### src/rtl/rvfi_pkg.sv
// Shared RVFI shadow types for the commit tracker and the top-level RVFI hookup.
package rvfi_pkg;

    localparam int unsigned ORDER_W = 64;

    // Everything the tracker remembers about one ROB entry until it retires.
    typedef struct packed {
        logic [31:0] insn;
        logic [31:0] pc_rdata;
        logic [4:0]  rs1_addr;
        logic [4:0]  rs2_addr;
        logic [4:0]  rd_addr;
        logic [31:0] rs1_rdata;
        logic [31:0] rs2_rdata;
        logic [31:0] rd_wdata;
        logic [31:0] pc_wdata;
        logic [31:0] mem_addr;
        logic [3:0]  mem_rmask;
        logic [3:0]  mem_wmask;
        logic [31:0] mem_rdata;
        logic [31:0] mem_wdata;
    } rvfi_entry_t;

    // Number of set bits of v strictly below bit position n (n = 32 gives a full popcount).
    function automatic logic [7:0] count_below(input logic [31:0] v, input int unsigned n);
        logic [7:0] c;
        c = '0;
        for (int unsigned i = 0; i < 32; i++) begin
            if (i < n && v[i]) c = c + 8'd1;
        end
        return c;
    endfunction

endpackage

### src/rtl/rvfi_tracker_lane.sv
// One RVFI commit lane: entry read mux, order offset, x0 zeroing and the output register.
module rvfi_tracker_lane
    import rvfi_pkg::*;
#(
    parameter int unsigned ROB_DEPTH = 16,
    parameter int unsigned CHANNELS  = 1,
    parameter int unsigned LANE      = 0,
    localparam int unsigned IDX_W    = $clog2(ROB_DEPTH)
) (
    input  logic                clk,
    input  logic                rst_n,
    input  rvfi_entry_t         entries [ROB_DEPTH],
    input  logic [CHANNELS-1:0] commit_valid,
    input  logic [IDX_W-1:0]    commit_idx,
    input  logic [ORDER_W-1:0]  order_q,
    output logic                rvfi_valid,
    output logic [ORDER_W-1:0]  rvfi_order,
    output logic [31:0]         rvfi_insn,
    output logic [4:0]          rvfi_rs1_addr,
    output logic [4:0]          rvfi_rs2_addr,
    output logic [31:0]         rvfi_rs1_rdata,
    output logic [31:0]         rvfi_rs2_rdata,
    output logic [4:0]          rvfi_rd_addr,
    output logic [31:0]         rvfi_rd_wdata,
    output logic [31:0]         rvfi_pc_rdata,
    output logic [31:0]         rvfi_pc_wdata,
    output logic [31:0]         rvfi_mem_addr,
    output logic [3:0]          rvfi_mem_rmask,
    output logic [3:0]          rvfi_mem_wmask,
    output logic [31:0]         rvfi_mem_rdata,
    output logic [31:0]         rvfi_mem_wdata
);

    rvfi_entry_t          pkt_d, pkt_q;
    logic [ORDER_W-1:0]   order_d, order_r;
    logic                 valid_r;

    // Select the committing entry and apply the x0 read/write zeroing rules.
    always_comb begin
        pkt_d = entries[commit_idx];
        if (pkt_d.rd_addr == 5'd0)  pkt_d.rd_wdata  = '0;
        if (pkt_d.rs1_addr == 5'd0) pkt_d.rs1_rdata = '0;
        if (pkt_d.rs2_addr == 5'd0) pkt_d.rs2_rdata = '0;
        order_d = order_q + ORDER_W'(count_below(32'(commit_valid), LANE));
    end

    // Output register, refreshed every cycle.
    always_ff @(posedge clk or negedge rst_n) begin
        if (!rst_n) begin
            valid_r <= 1'b0;
            order_r <= '0;
            pkt_q   <= '0;
        end else begin
            valid_r <= commit_valid[LANE];
            order_r <= order_d;
            pkt_q   <= pkt_d;
        end
    end

    assign rvfi_valid     = valid_r;
    assign rvfi_order     = order_r;
    assign rvfi_insn      = pkt_q.insn;
    assign rvfi_rs1_addr  = pkt_q.rs1_addr;
    assign rvfi_rs2_addr  = pkt_q.rs2_addr;
    assign rvfi_rs1_rdata = pkt_q.rs1_rdata;
    assign rvfi_rs2_rdata = pkt_q.rs2_rdata;
    assign rvfi_rd_addr   = pkt_q.rd_addr;
    assign rvfi_rd_wdata  = pkt_q.rd_wdata;
    assign rvfi_pc_rdata  = pkt_q.pc_rdata;
    assign rvfi_pc_wdata  = pkt_q.pc_wdata;
    assign rvfi_mem_addr  = pkt_q.mem_addr;
    assign rvfi_mem_rmask = pkt_q.mem_rmask;
    assign rvfi_mem_wmask = pkt_q.mem_wmask;
    assign rvfi_mem_rdata = pkt_q.mem_rdata;
    assign rvfi_mem_wdata = pkt_q.mem_wdata;

endmodule

### src/rtl/rvfi_tracker.sv
// RVFI commit-stream producer shadowing per-ROB-entry retirement data.
// Define RVFI_TRACKER_CHECK_EN to track writeback completion and flag commits of
// entries that never wrote back (sticky err); otherwise err is tied to 0.
module rvfi_tracker
    import rvfi_pkg::*;
#(
    parameter int unsigned ROB_DEPTH = 16,
    parameter int unsigned CHANNELS  = 1,
    localparam int unsigned IDX_W    = $clog2(ROB_DEPTH)
) (
    input  logic                        clk,
    input  logic                        rst_n,
    input  logic                        flush,
    input  logic                        disp_valid,
    input  logic [IDX_W-1:0]            disp_idx,
    input  logic [31:0]                 disp_inst,
    input  logic [31:0]                 disp_pc_rdata,
    input  logic [4:0]                  disp_rs1_addr,
    input  logic [4:0]                  disp_rs2_addr,
    input  logic [4:0]                  disp_rd_addr,
    input  logic                        wb_valid,
    input  logic [IDX_W-1:0]            wb_idx,
    input  logic [31:0]                 wb_rs1_rdata,
    input  logic [31:0]                 wb_rs2_rdata,
    input  logic [31:0]                 wb_rd_wdata,
    input  logic [31:0]                 wb_pc_wdata,
    input  logic                        mem_valid,
    input  logic [IDX_W-1:0]            mem_idx,
    input  logic [31:0]                 mem_addr,
    input  logic [31:0]                 mem_rdata,
    input  logic [31:0]                 mem_wdata,
    input  logic [3:0]                  mem_rmask,
    input  logic [3:0]                  mem_wmask,
    input  logic [CHANNELS-1:0]         commit_valid,
    input  logic [CHANNELS*IDX_W-1:0]   commit_idx,
    output logic [CHANNELS-1:0]         rvfi_valid,
    output logic [CHANNELS*ORDER_W-1:0] rvfi_order,
    output logic [CHANNELS*32-1:0]      rvfi_insn,
    output logic [CHANNELS*5-1:0]       rvfi_rs1_addr,
    output logic [CHANNELS*5-1:0]       rvfi_rs2_addr,
    output logic [CHANNELS*32-1:0]      rvfi_rs1_rdata,
    output logic [CHANNELS*32-1:0]      rvfi_rs2_rdata,
    output logic [CHANNELS*5-1:0]       rvfi_rd_addr,
    output logic [CHANNELS*32-1:0]      rvfi_rd_wdata,
    output logic [CHANNELS*32-1:0]      rvfi_pc_rdata,
    output logic [CHANNELS*32-1:0]      rvfi_pc_wdata,
    output logic [CHANNELS*32-1:0]      rvfi_mem_addr,
    output logic [CHANNELS*4-1:0]       rvfi_mem_rmask,
    output logic [CHANNELS*4-1:0]       rvfi_mem_wmask,
    output logic [CHANNELS*32-1:0]      rvfi_mem_rdata,
    output logic [CHANNELS*32-1:0]      rvfi_mem_wdata,
    output logic                        err
);

    rvfi_entry_t        entries [ROB_DEPTH];
    logic [ORDER_W-1:0] order_q;

    // Shadow storage (not reset); mem writes land after dispatch so a same-cycle LSU write wins.
    always_ff @(posedge clk) begin
        if (disp_valid) begin
            entries[disp_idx].insn      <= disp_inst;
            entries[disp_idx].pc_rdata  <= disp_pc_rdata;
            entries[disp_idx].rs1_addr  <= disp_rs1_addr;
            entries[disp_idx].rs2_addr  <= disp_rs2_addr;
            entries[disp_idx].rd_addr   <= disp_rd_addr;
            entries[disp_idx].mem_rmask <= '0;
            entries[disp_idx].mem_wmask <= '0;
        end
        if (wb_valid) begin
            entries[wb_idx].rs1_rdata <= wb_rs1_rdata;
            entries[wb_idx].rs2_rdata <= wb_rs2_rdata;
            entries[wb_idx].rd_wdata  <= wb_rd_wdata;
            entries[wb_idx].pc_wdata  <= wb_pc_wdata;
        end
        if (mem_valid) begin
            entries[mem_idx].mem_addr  <= mem_addr;
            entries[mem_idx].mem_rdata <= mem_rdata;
            entries[mem_idx].mem_wdata <= mem_wdata;
            entries[mem_idx].mem_rmask <= mem_rmask;
            entries[mem_idx].mem_wmask <= mem_wmask;
        end
    end

    // Retirement order counter; advances by the number of lanes committing.
    always_ff @(posedge clk or negedge rst_n) begin
        if (!rst_n) order_q <= '0;
        else        order_q <= order_q + ORDER_W'(count_below(32'(commit_valid), CHANNELS));
    end

    for (genvar k = 0; k < CHANNELS; k++) begin : g_lane
        rvfi_tracker_lane #(
            .ROB_DEPTH (ROB_DEPTH),
            .CHANNELS  (CHANNELS),
            .LANE      (k)
        ) u_lane (
            .clk            (clk),
            .rst_n          (rst_n),
            .entries        (entries),
            .commit_valid   (commit_valid),
            .commit_idx     (commit_idx[k*IDX_W +: IDX_W]),
            .order_q        (order_q),
            .rvfi_valid     (rvfi_valid[k]),
            .rvfi_order     (rvfi_order[k*ORDER_W +: ORDER_W]),
            .rvfi_insn      (rvfi_insn[k*32 +: 32]),
            .rvfi_rs1_addr  (rvfi_rs1_addr[k*5 +: 5]),
            .rvfi_rs2_addr  (rvfi_rs2_addr[k*5 +: 5]),
            .rvfi_rs1_rdata (rvfi_rs1_rdata[k*32 +: 32]),
            .rvfi_rs2_rdata (rvfi_rs2_rdata[k*32 +: 32]),
            .rvfi_rd_addr   (rvfi_rd_addr[k*5 +: 5]),
            .rvfi_rd_wdata  (rvfi_rd_wdata[k*32 +: 32]),
            .rvfi_pc_rdata  (rvfi_pc_rdata[k*32 +: 32]),
            .rvfi_pc_wdata  (rvfi_pc_wdata[k*32 +: 32]),
            .rvfi_mem_addr  (rvfi_mem_addr[k*32 +: 32]),
            .rvfi_mem_rmask (rvfi_mem_rmask[k*4 +: 4]),
            .rvfi_mem_wmask (rvfi_mem_wmask[k*4 +: 4]),
            .rvfi_mem_rdata (rvfi_mem_rdata[k*32 +: 32]),
            .rvfi_mem_wdata (rvfi_mem_wdata[k*32 +: 32])
        );
    end

`ifdef RVFI_TRACKER_CHECK_EN
    logic [ROB_DEPTH-1:0] wb_done_q, wb_done_d;
    logic                 err_q, err_hit;

    // Writeback-done flags: dispatch clears, writeback sets, flush clears everything.
    always_comb begin
        wb_done_d = wb_done_q;
        if (disp_valid) wb_done_d[disp_idx] = 1'b0;
        if (wb_valid)   wb_done_d[wb_idx]   = 1'b1;
        if (flush)      wb_done_d           = '0;
        err_hit = 1'b0;
        for (int k = 0; k < CHANNELS; k++) begin
            if (commit_valid[k] && !wb_done_q[commit_idx[k*IDX_W +: IDX_W]]) err_hit = 1'b1;
        end
    end

    // Flag register and sticky error.
    always_ff @(posedge clk or negedge rst_n) begin
        if (!rst_n) begin
            wb_done_q <= '0;
            err_q     <= 1'b0;
        end else begin
            wb_done_q <= wb_done_d;
            err_q     <= err_q | err_hit;
        end
    end

    assign err = err_q;
`else
    logic unused_flush;
    assign unused_flush = flush;
    assign err          = 1'b0;
`endif

endmodule

### config.mk
export PLATFORM = sky130hd
export DESIGN_NAME = rvfi_tracker
export DESIGN_NICKNAME = d
export VERILOG_FILES = /design/src/rtl/rvfi_pkg.sv /design/src/rtl/rvfi_tracker_lane.sv /design/src/rtl/rvfi_tracker.sv
export SDC_FILE = /design/constraint.sdc
export NUM_CORES = 2
export LEC_CHECK = 0
export ABC_AREA = 0
export CELL_PAD_IN_SITES_DETAIL_PLACEMENT = 0
export CELL_PAD_IN_SITES_GLOBAL_PLACEMENT = 1
export CORE_MARGIN = 2
export CORE_UTILIZATION = 50
export DETAILED_ROUTE_END_ITERATION = 10
export PLACE_DENSITY_LB_ADDON = 0.2
export SLEW_MARGIN = 20
export SYNTH_ARGS = -nofsm -noshare
export SYNTH_HDL_FRONTEND = slang
export SYNTH_SLANG_ARGS = --single-unit
### constraint.sdc
create_clock -name clk -period 2.89 [get_ports clk]
set_clock_uncertainty 0.1 [all_clocks]
set_input_delay 0.289 -clock clk [delete_from_list [all_inputs] [get_ports clk]]
set_output_delay 0.289 -clock clk [all_outputs]
set_load 0.02 [all_outputs]
==> flow_summary.ini <==
[drt]
number_of_drc_markers_in_iteration_0 = 10379
wl_per_cell_um = 30.6
overall_via_count_from_detail_route = 102088
drt.antenna.violating_nets = 0
routed_via_density = 5.86
number_of_iterations_in_the_first_detailed_routing_pass = 9
postRouteWirelength_um = 533000
drc_errors = 0

[floorplanning]
vert_die_dim_um = 654
start_util = 0.502
die_width_um = 654
dieArea_um2 = 427000
fp-row-count = 238
fp.coreArea_um2 = 420000
num_io_pins = 711

[place]
place_congestion = 0.797
cell_count_after_placement = 16256
hpwlAfterDp_um = 329000
buffer_ports.inserted = 708

[cells_and_area]
num-nets-final = 11596
drive_above_1_share = 0.264
regMostFlops = entries
syn2layout_area_growth_pct = 18.8
nFillCells = 29702
final_util = 0.597
mostFrequentLayoutCells = sky130_fd_sc_hd__edfxtp_1, sky130_fd_sc_hd__and2_1, sky130_fd_sc_hd__mux4_2
largest_register_ffs = 4976
fin_cells = 17431
final_common_cell = sky130_fd_sc_hd__edfxtp_1

[logic_synthesis]
synth_enable_flop_cells = 4848
synth_ff_type = sky130_fd_sc_hd__edfxtp_1
postSynthRegisterBits = 5416
post_synth_inst_count = 9894
post_synth_num_cell_types = 43
seq_area_frac_synth = 0.754
synth.yosys.warnings = 0
synth_area_per_cell_um2 = 21.3
postSynthNetCount = 10230
netlist_area_um2 = 211000
async_reset_ff_frac = 0.0812

[clock_network]
max_buffers_root_to_sink = 4
clock_h_tree_levels = 6
tritoncts = built
clk_latency_ps = 1040
clk_pin_slew_ps = 60
clkSinkCount = 5416
numCtsBuffers = 569
cts.root.buffer_cell = sky130_fd_sc_hd__clkbuf_16

[worst_hold_path]
worstHoldPathType = in -> reg
hold_path_startpoint = wb_pc_wdata[8]

[timing]
maxSlewHeadroom = 0.312
tightest_slew_ps = 1030
unrepaired_setup_endpoints_after_global_routing = true
fin_tns_setup_ps = 0
finalCriticalPeriod_ps = 2880
timing.final.hold_violations = 0
drv_slew = 0
max_freq_mhz = 348
fin_hold_ws_ps = 87.2
layout_worst_path_cycle_share = 0.995
setup_viol = 0

[job]
max_cap_violations = 0

[global_route]
grt_first_pass_wirelength_um = 765000
number_of_antenna_violations_at_the_first_check_in_global_routing = 131
globalRouteOverflowTotal = 0
grt_start_max_net_pins = 80
aggregate_global_route_resource_usage = 0.250
first_global_vias = 105880

[worst_setup_path]
endpoint_kind = flop
crit-reg2reg-launch = entries[2731]$_DFFE_PP_
crit_path_start = entries[2731]$_DFFE_PP_
timing_worst_setup_path_type = reg -> reg
cp-start-kind = flop
cp.arrival_ps = 3700
required_ps = 3720
cp_max_fo = 25

[pwr]
power.ir.vdd_worst_mv = 0.627
p_leak_nw = 79.3
power_per_cell_area_nw_per_um2 = 682

[run_status]
status = complete, no violations
worst max-delay path, cell delays in order (launching register included):
cell	delay (ps)
sky130_fd_sc_hd__edfxtp_1	370
sky130_fd_sc_hd__mux4_2	470
sky130_fd_sc_hd__dlygate4sd3_1	580
sky130_fd_sc_hd__nand2_1	60
sky130_fd_sc_hd__nand3_1	170
sky130_fd_sc_hd__nor4_4	350
sky130_fd_sc_hd__buf_12	250
sky130_fd_sc_hd__buf_12	180
sky130_fd_sc_hd__a21oi_1	70
cell usage after synthesis, types with 22 or more instances:
cell,number,area (um2)
sky130_fd_sc_hd__a211oi_1,34,255
sky130_fd_sc_hd__a21boi_1,62,465
sky130_fd_sc_hd__a21oi_1,70,350
sky130_fd_sc_hd__a22o_1,129,1130
sky130_fd_sc_hd__and2_1,1541,9640
sky130_fd_sc_hd__buf_2,175,876
sky130_fd_sc_hd__buf_4,95,713
sky130_fd_sc_hd__buf_6,40,450
sky130_fd_sc_hd__clkbuf_1,352,1320
sky130_fd_sc_hd__dfrtp_1,440,11000
sky130_fd_sc_hd__dfxtp_1,128,2560
sky130_fd_sc_hd__edfxtp_1,4848,146000
sky130_fd_sc_hd__mux2_2,25,282
sky130_fd_sc_hd__mux2i_1,65,651
sky130_fd_sc_hd__mux4_2,1483,33400
sky130_fd_sc_hd__nand2_1,32,120
sky130_fd_sc_hd__nand3_1,34,170
sky130_fd_sc_hd__nand4_1,23,144
sky130_fd_sc_hd__nor2_1,100,375
sky130_fd_sc_hd__nor2b_1,40,250
sky130_fd_sc_hd__nor3_1,22,110
sky130_fd_sc_hd__xnor2_1,44,385
metrics by stage:
stage / power, mW / setup WS, ps / instance area [um2]
after floorplan: 94.9 / -1480 / 211000
after global placement: 100 / -122 / 231000
after detailed placement: 100 / -41.9 / 231000
after CTS: 172 / 4.13 / 251000
after global routing: 176 / -26.5 / 251000
final: 171 / 14.1 / 251000
path summary, 6_finish.rpt:
check / to / slack, ps / depth (start not counted)
hold reg to reg: g_lane[0].u_lane.rvfi_order[39]$_DFF_PN0_ / 280 / 0
setup / recovery: g_lane[0].u_lane.rvfi_rs1_rdata[5]$_DFF_PN0_ / 10 / 8
max in group asynchronous: g_lane[0].u_lane.rvfi_pc_rdata[3]$_DFF_PN0_ / 2000 / 3
min in group asynchronous: order_q[58]$_DFF_PN0_ / 190 / 3
hold / removal: entries[4777]$_DFFE_PP_ / 90 / 1
setup reg to reg: g_lane[0].u_lane.rvfi_rs1_rdata[5]$_DFF_PN0_ / 10 / 8
logic make-up (layout without fill, tap and decap cells):
logic type / after synthesis / count (layout) / synth area share
xor gates and xnor gates: 62 / 62 / 0.00257
other: 1 / 49 / 0.0000178
DFF: 5416 / 5416 / 0.754
muxes: 1573 / 1573 / 0.163
buffers and inverters: 680 / 2529 / 0.0163
adders and majority gates: 2 / 2 / 0.000119
AOI/OAI and AO/OA: 326 / 326 / 0.0116
and+or+nand+nor: 1834 / 1834 / 0.0528
power breakdown:
| group | internal [mW] | switching (mW) | total, mW |
|---|---|---|---|
| combinational | 4.84 | 5.58 | 10.4 |
| clock | 41.9 | 30.4 | 72.3 |
| sequential | 87.3 | 1.00 | 88.3 |
final cells by class:
cell class,instances,area [um2],area share
flip-flops and latches,5416,159000,0.635
multi-input cells,3798,49000,0.195
repair buffers,1469,16900,0.0675
clock buffers,772,15700,0.0627
well taps,5640,7060,0.0281
clock inverters,282,2820,0.0112
diodes,48,120,0.000479
inverters,6,22.5,0.0000898
per-layer routing:
| metal | part of all wire | up-vias | track usage | routed length, um |
|---|---|---|---|---|
| met5 | 0.00073 | - | 0 | 388 |
| li1 | - | 42784 | - | - |
| met1 | 0.39 | 54800 | 0.335 | 208000 |
| met2 | 0.51 | 3585 | 0.426 | 272000 |
| met3 | 0.070 | 859 | 0.0426 | 37400 |
| met4 | 0.028 | 60 | 0.0682 | 15100 |
repair_timing:
item                                    in CTS  in global routing
hold endpoints to repair                  1266                  0
hold buffers                                73                  0
buffers inserted                             0                  0
resized for setup                            2                  0
endpoints found under the setup margin       2                  5
Power figures use the tool's default switching activity.
